<file path="config.mk">
export PLATFORM = sky130hd
export DESIGN_NAME = pimt6_result_sink
export DESIGN_NICKNAME = d
export VERILOG_FILES = /design/src/rtl/pimt6_result_sink.sv
export SDC_FILE = /design/constraint.sdc
export NUM_CORES = 1
export LEC_CHECK = 0
export CAP_MARGIN = 15
export CORE_ASPECT_RATIO = 0.6
export CORE_MARGIN = 2
export CORE_UTILIZATION = 50
export CTS_CLUSTER_DIAMETER = 120
export CTS_CLUSTER_SIZE = 20
export DETAILED_ROUTE_END_ITERATION = 10
export MAX_ROUTING_LAYER = met4
export PLACE_DENSITY = 0.7
export SLEW_MARGIN = 20
export SYNTH_ARGS = -nofsm -noshare
export SYNTH_HDL_FRONTEND = slang
export SYNTH_SLANG_ARGS = --single-unit
</file>
<file path="constraint.sdc">
create_clock -name clk -period 12.1 [get_ports clk]
set_input_delay 2.42 -clock clk [delete_from_list [all_inputs] [get_ports clk]]
set_output_delay 2.42 -clock clk [all_outputs]
set_load 0.005 [all_outputs]
</file>
<file path="src/rtl/pimt6_result_sink.sv">
// Result sink: registers scaled-product results, divides them by 2^SCALE_EXP through
// the exponent field, and queues them in a FIFO drained over an AXI-stream master port.
module pimt6_result_sink #(
    parameter int DEPTH     = 8,
    parameter int SCALE_EXP = 6
) (
    input  logic                     clk,
    input  logic                     rst_n,
    input  logic                     in_vld,
    input  logic [63:0]              in_data,
    input  logic                     clr,
    output logic                     m_tvalid,
    input  logic                     m_tready,
    output logic [63:0]              m_tdata,
    output logic [$clog2(DEPTH):0]   level,
    output logic                     overflow,
    output logic                     underflow,
    output logic [7:0]               drop_cnt
);

    localparam int              AW       = $clog2(DEPTH);
    localparam logic [10:0]     SCALE_E  = 11'(SCALE_EXP);
    localparam logic [AW:0]     FULL_LVL = (AW+1)'(DEPTH);
    localparam logic [AW:0]     LVL_ONE  = (AW+1)'(1);
    localparam logic [AW-1:0]   PTR_ONE  = AW'(1);

    logic            s1_vld_q, s1_vld_d;
    logic [63:0]     s1_data_q, s1_data_d;
    logic [AW-1:0]   wr_ptr_q, wr_ptr_d;
    logic [AW-1:0]   rd_ptr_q, rd_ptr_d;
    logic [AW:0]     level_q, level_d;
    logic            overflow_q, overflow_d;
    logic            underflow_q, underflow_d;
    logic [7:0]      drop_cnt_q, drop_cnt_d;
    logic [7:0]      cnt_base;
    logic [63:0]     mem_q [DEPTH];

    logic [10:0]     exp_f;
    logic [63:0]     desc_data;
    logic            uf_evt;
    logic            push, pop, full, drop;

    // Descale by subtracting from the exponent; anything that would land at or below
    // the subnormal boundary is flushed to signed zero.
    always_comb begin
        exp_f     = s1_data_q[62:52];
        desc_data = s1_data_q;
        uf_evt    = 1'b0;
        if (exp_f == 11'h7FF) begin
            desc_data = s1_data_q;
        end else if (exp_f == 11'd0) begin
            desc_data = {s1_data_q[63], 63'd0};
            uf_evt    = |s1_data_q[51:0];
        end else if (exp_f <= SCALE_E) begin
            desc_data = {s1_data_q[63], 63'd0};
            uf_evt    = 1'b1;
        end else begin
            desc_data = {s1_data_q[63], exp_f - SCALE_E, s1_data_q[51:0]};
        end
    end

    assign full = (level_q == FULL_LVL);
    assign pop  = (level_q != '0) && m_tready;
    assign push = s1_vld_q && (!full || pop);
    assign drop = s1_vld_q && full && !pop;

    always_comb begin
        s1_vld_d  = in_vld;
        s1_data_d = in_data;
        wr_ptr_d  = push ? wr_ptr_q + PTR_ONE : wr_ptr_q;
        rd_ptr_d  = pop  ? rd_ptr_q + PTR_ONE : rd_ptr_q;
        level_d   = level_q;
        if (push && !pop) begin
            level_d = level_q + LVL_ONE;
        end else if (pop && !push) begin
            level_d = level_q - LVL_ONE;
        end
        // A flag event in the same cycle as clr wins over the clear.
        overflow_d  = (clr ? 1'b0 : overflow_q)  | drop;
        underflow_d = (clr ? 1'b0 : underflow_q) | (s1_vld_q && uf_evt);
        cnt_base    = clr ? 8'd0 : drop_cnt_q;
        drop_cnt_d  = cnt_base;
        if (drop && (cnt_base != 8'hFF)) begin
            drop_cnt_d = cnt_base + 8'd1;
        end
    end

    always_ff @(posedge clk or negedge rst_n) begin
        if (!rst_n) begin
            s1_vld_q    <= 1'b0;
            s1_data_q   <= '0;
            wr_ptr_q    <= '0;
            rd_ptr_q    <= '0;
            level_q     <= '0;
            overflow_q  <= 1'b0;
            underflow_q <= 1'b0;
            drop_cnt_q  <= '0;
        end else begin
            s1_vld_q    <= s1_vld_d;
            s1_data_q   <= s1_data_d;
            wr_ptr_q    <= wr_ptr_d;
            rd_ptr_q    <= rd_ptr_d;
            level_q     <= level_d;
            overflow_q  <= overflow_d;
            underflow_q <= underflow_d;
            drop_cnt_q  <= drop_cnt_d;
        end
    end

    // Storage is not reset; the output is gated by valid so stale contents never leak.
    always_ff @(posedge clk) begin
        if (push) begin
            mem_q[wr_ptr_q] <= desc_data;
        end
    end

    assign m_tvalid  = (level_q != '0);
    assign m_tdata   = m_tvalid ? mem_q[rd_ptr_q] : 64'd0;
    assign level     = level_q;
    assign overflow  = overflow_q;
    assign underflow = underflow_q;
    assign drop_cnt  = drop_cnt_q;

endmodule

</file>
# Word level (Yosys, flattened, before mapping)
# Memory sizes are Yosys's and may differ from the RTL's.
# Cells that the tools add are included.
# totals
register_bits	85
mem_bits_rw	512
wordCells	52
n_memories	1
# op_classes
n_addsub	6
order_cmp	1
eq_ne	3
n_mux	15
n_bitwise	2
reduce_logical	16
# mem_list
memory	words	width	rd	rd_clocked_by_memory_dff	write_ports	line	source
mem_q	8	64	1	0	1	36	logic [63:0] mem_q [DEPTH];
# ops
operator	count
$mux 63	3
$mux 64	1
$reduce_or 52->1	1
$mux 8	2
$eq 11x11->1 const B	1
$le 11x3->1 const B	1
$logic_not 11->1	1
$sub 11x3->11 const B	1
$add 8x1->8 const B	1
$logic_and 1x1->1	8
$mux 4	2
$ne 8x8->1 const B	1
$mux 1	7
$add 3x1->3 const B	2
$add 4x1->4 const B	1
$eq 4x4->1 const B	1
$reduce_bool 4->1	1
$sub 4x1->4 const B	1
$logic_not 1->1	3
$or 1x1->1	2
$reduce_bool 2->1	1
$logic_or 1x1->1	1

# Longest topological paths before layout
# logic_depth
word_depth	8
depth_mapped	10
ltp_nobuf	10

# Least setup slack after synthesis
# Ideal clock, no wire load.
# synth_timing
path_type	input to register
startpoint	input m_tready
endpoint	memory mem_q[1][0] (enable)
setup_time_ns	0.565
arrival_ns	7.345
slack_ns	4.191
cell_stages	4
n_path_buf	0
cell_sequence	inv_1 > a31oi_1 > nand2_1 > nor3_1
# synth_between
elab_chain_cells	5
# synth_lines
element	line	source
start, declared	13	input logic m_tready,
$logic_and 1x1->1	63	assign pop = (level_q != '0) && m_tready;
$logic_or 1x1->1	64	assign push = s1_vld_q && (!full || pop);
$logic_and 1x1->1	64	
via push	41	logic push, pop, full, drop;
$mux 1	112	if (push) begin
$mux 1 (not written as such)	113	mem_q[wr_ptr_q] <= desc_data;
end, declared	36	
# The timed path passes the listed nets, and every way through them passes these cells.

# Worst setup path after layout
# layout_timing
startpoint	register rd_ptr_q[1]
endpoint	output m_tdata[9]
# layout_between
elab_chain_cells	2
# layout_lines
element	line	source
start, declared	30	logic [AW-1:0] rd_ptr_q, rd_ptr_d;
start signal, assigned	102	rd_ptr_q <= rd_ptr_d;
$mem_v2 8x64	--	
$mux 64	118	assign m_tdata = m_tvalid ? mem_q[rd_ptr_q] : 64'd0;
end, declared	14	output logic [63:0] m_tdata,
# No other way between the ends.

==> reports/qor.yml <==
power:
  power_per_cell_area_mw_per_mm2: 221
  power.total_mw: 5.77
  power.leakage_nw: 8.70
  peakVddDrop_uv: 141
timing:
  hold_slack_ns: 0.517
  final-setup-viol-count: 0
  tightest_slew_ns: 1.00
  rsz0062_at_grt: "no"
  tns_ns: 0
  max_freq_mhz: 161
  timing.final.crit_share_pct: 51.4
  finClkSkew_ns: 0.0208
  relSlewSlack_pct: 33.2
  hold_viol_final: 0
  drv_slew: 0
  min_period_ns: 6.22
floorplanning:
  rows: 60
  core_sq_mm: 0.0450
  start_util_pct: 51.0
  die_h_um: 170
  pin_count: 148
  design.die.area_sq_mm: 0.0477
  die_w_um: 281
synthesis:
  synth_area_leaders: "edfxtp_1, mux4_2, dfrtp_1"
  synth.area.mux_share_pct: 15.6
  yosys.area_share.xor_xnor_pct: 0.649
  synthesis.nets: 1177
  yosys_warnings: 0
  ys_seq_area_share_pct: 76.3
  syn-instance-count: 1100
  ys_top_cells_by_count: "edfxtp_1, mux4_2, dfrtp_1, nor2_1, mux2i_1"
  synth_area_sq_mm: 0.0230
  synth_edf_count: 512
  ys.flop_type: "edfxtp_1"
  synth_top_family_by_area: "multiplexers"
  synth_top_area_share_pct: 67.0
  synth_top_area_cell: "edfxtp_1"
  avgSynthCellArea_sq_um: 20.9
  synth_compound_area_share_pct: 0.567
  synth_fa_ha_area_share_pct: 0.469
  async_flop_share_pct: 14.2
  ys_types: 47
  yosys.area_share.simple_pct: 5.20
  synth.most_common_cell: "edfxtp_1"
  synth_seq_cells: 597
critical_path:
  crit_chain: "buf_4 -> mux4_2 -> mux2i_1 -> nor2_1 -> clkdlybuf4s50_1"
  cp_slowest_stage_delay_ns: 1.09
  crit_path_max_fanout: 67
  endpoint_kind: "primary output"
  crit_path_top_delay_cell: "dfrtp_4"
  cp_num_buf_inv: 2
  critPathLaunchType: "flip-flop"
  crit_required_ns: 9.68
  path_class: "reg -> out"
  cp_top_family: "buffers and inverters"
  cp.arrival_ns: 3.80
clocking:
  clkTransAtPathRegs_ns: 0.09
  clock_sinks: 597
  clock_path_buffers: 3
  cts_setup_buffers: 0
  cts_buffers: 35
  post_cts_resized: 0
  cts_tree: "built"
  cts_hold_buf: 0
  htree_levels: 2
  clock_latency_ns: 0.55
  root_buffer: "clkbuf_16"
drt:
  first_pass_iters: 5
  drc_errors: 0
  drt_iter0_drc: 945
  antenna_left: 0
  vias_per_cell: 5.71
  num_vias: 10700
  drt-total-wl_um: 46600
  wl_per_cell_um: 25.0
grt:
  grt_pass1_vias: 10800
  grt_usage_pct: 20.6
  antenna_found_initial: 1
  grt_most_used_layer: "met2"
  grt_use_met2_pct: 32.5
  globalRouteMet3Util_pct: 2.97
  grt_max_degree: 68
  grt_pass1_wl_um: 70400
  overflow: 0
  grt_use_met1_pct: 29.3
place:
  placed_cell_area_sq_mm: 0.0251
  numPortBuffers: 147
  hpwl_um: 26100
  place_congestion: 0.742
final_layout:
  stdcell_area_sq_mm: 0.0262
  drive_gt1_share_pct: 20.3
  fin_nets: 1329
  area_growth_pct: 14.0
  fillers: 3257
status:
  status: "completed"
min_path:
  min_path_type: "reg -> reg"
run:
  drv_cap: 0
==> worst register-to-register path, stage by stage (launching register included) <==
cell	delay, ns
dfrtp_1	0.49
nor3_1	0.10
a31oi_1	0.52
nand2_1	0.39
nor2_4	0.77
buf_4	0.79
==> kinds of logic after synthesis <==
logic type      Yosys count
compound gates           20
xor+xnor                 17
fa+ha+maj                 8
buf+inv                  60
flops                   597
mux                     198
simple gates            200
==> where the power goes <==
part	leakage (nW)	total, mW	switching, mW	internal, mW
clock network	0.489	1.21	0.629	0.577
logic	2.55	1.85	0.841	1.01
registers	5.66	2.72	0.181	2.54
==> layer usage <==
layer	routed length, um	part of all wire [%]	vias up
met3	2350	5.0	48
met2	22800	49	266
met5	0	0	-
met4	691	1.5	0
li1	-	-	4683
met1	20800	45	5661
==> per-stage QoR <==
step           setup slack, ns  util, %  std cells
2_1_floorplan             4.19        -       1100
3_3_place_gp              6.05     55.8       1803
6_report                  5.88     58.1       1868
4_1_cts                   5.46     58.0       1866
3_5_place_dp              6.04     55.8       1803
5_1_grt                   5.71     58.1       1868
==> flip-flops by register name, indices dropped and copies added, names as in the netlist <==
signal     count
drop_cnt       8
level          4
mem_q        512
overflow       1
rd_ptr_q       3
s1_data_q     64
s1_vld_q       1
underflow      1
wr_ptr_q       3
==> worst paths after layout <==
| check | startpoint | endpoint | slack, ns | cells after the start |
|---|---|---|---|---|
| worst min register to register | wr_ptr_q[0] | wr_ptr_q[0] | 0.52 | 1 |
| max in group asynchronous | rst_n | rd_ptr_q[0] | 9.05 | 2 |
| min in group asynchronous | rst_n | s1_data_q[49] | 1.87 | 1 |
| worst max register to register | level[0] | mem_q[7][47] | 8.64 | 5 |
| worst min-delay path | wr_ptr_q[0] | wr_ptr_q[0] | 0.52 | 1 |
| worst max-delay path | rd_ptr_q[1] | m_tdata[9] | 5.88 | 5 |
==> layout make-up <==
class / instances / area, sq um / share of cell area, %
clock inverters: 1 / 5.00 / 0.0191
flip-flops and latches: 597 / 17500 / 66.9
repair buffers: 165 / 1630 / 6.22
clock buffers: 62 / 1020 / 3.90
multi-input cells: 443 / 5230 / 20.0
inverters: 10 / 37.5 / 0.143
diodes: 1 / 2.50 / 0.00956
well taps: 589 / 737 / 2.82
==> cells in the final DEF, fill, tap and decap left out, types with 14 or more instances in the layout <==
| master | Yosys | layout |
|---|---|---|
| dfrtp_1 | 85 | 82 |
| nor4_1 | 16 | 15 |
| clkbuf_16 | 0 | 37 |
| mux2i_1 | 66 | 66 |
| and2_4 | 49 | 49 |
| mux4_2 | 128 | 128 |
| clkdlybuf4s50_1 | 0 | 146 |
| nor2_1 | 80 | 74 |
| buf_4 | 0 | 17 |
| clkbuf_1 | 24 | 25 |
| edfxtp_1 | 512 | 512 |
| xnor2_1 | 14 | 14 |
(Power assumes the default switching activity.)
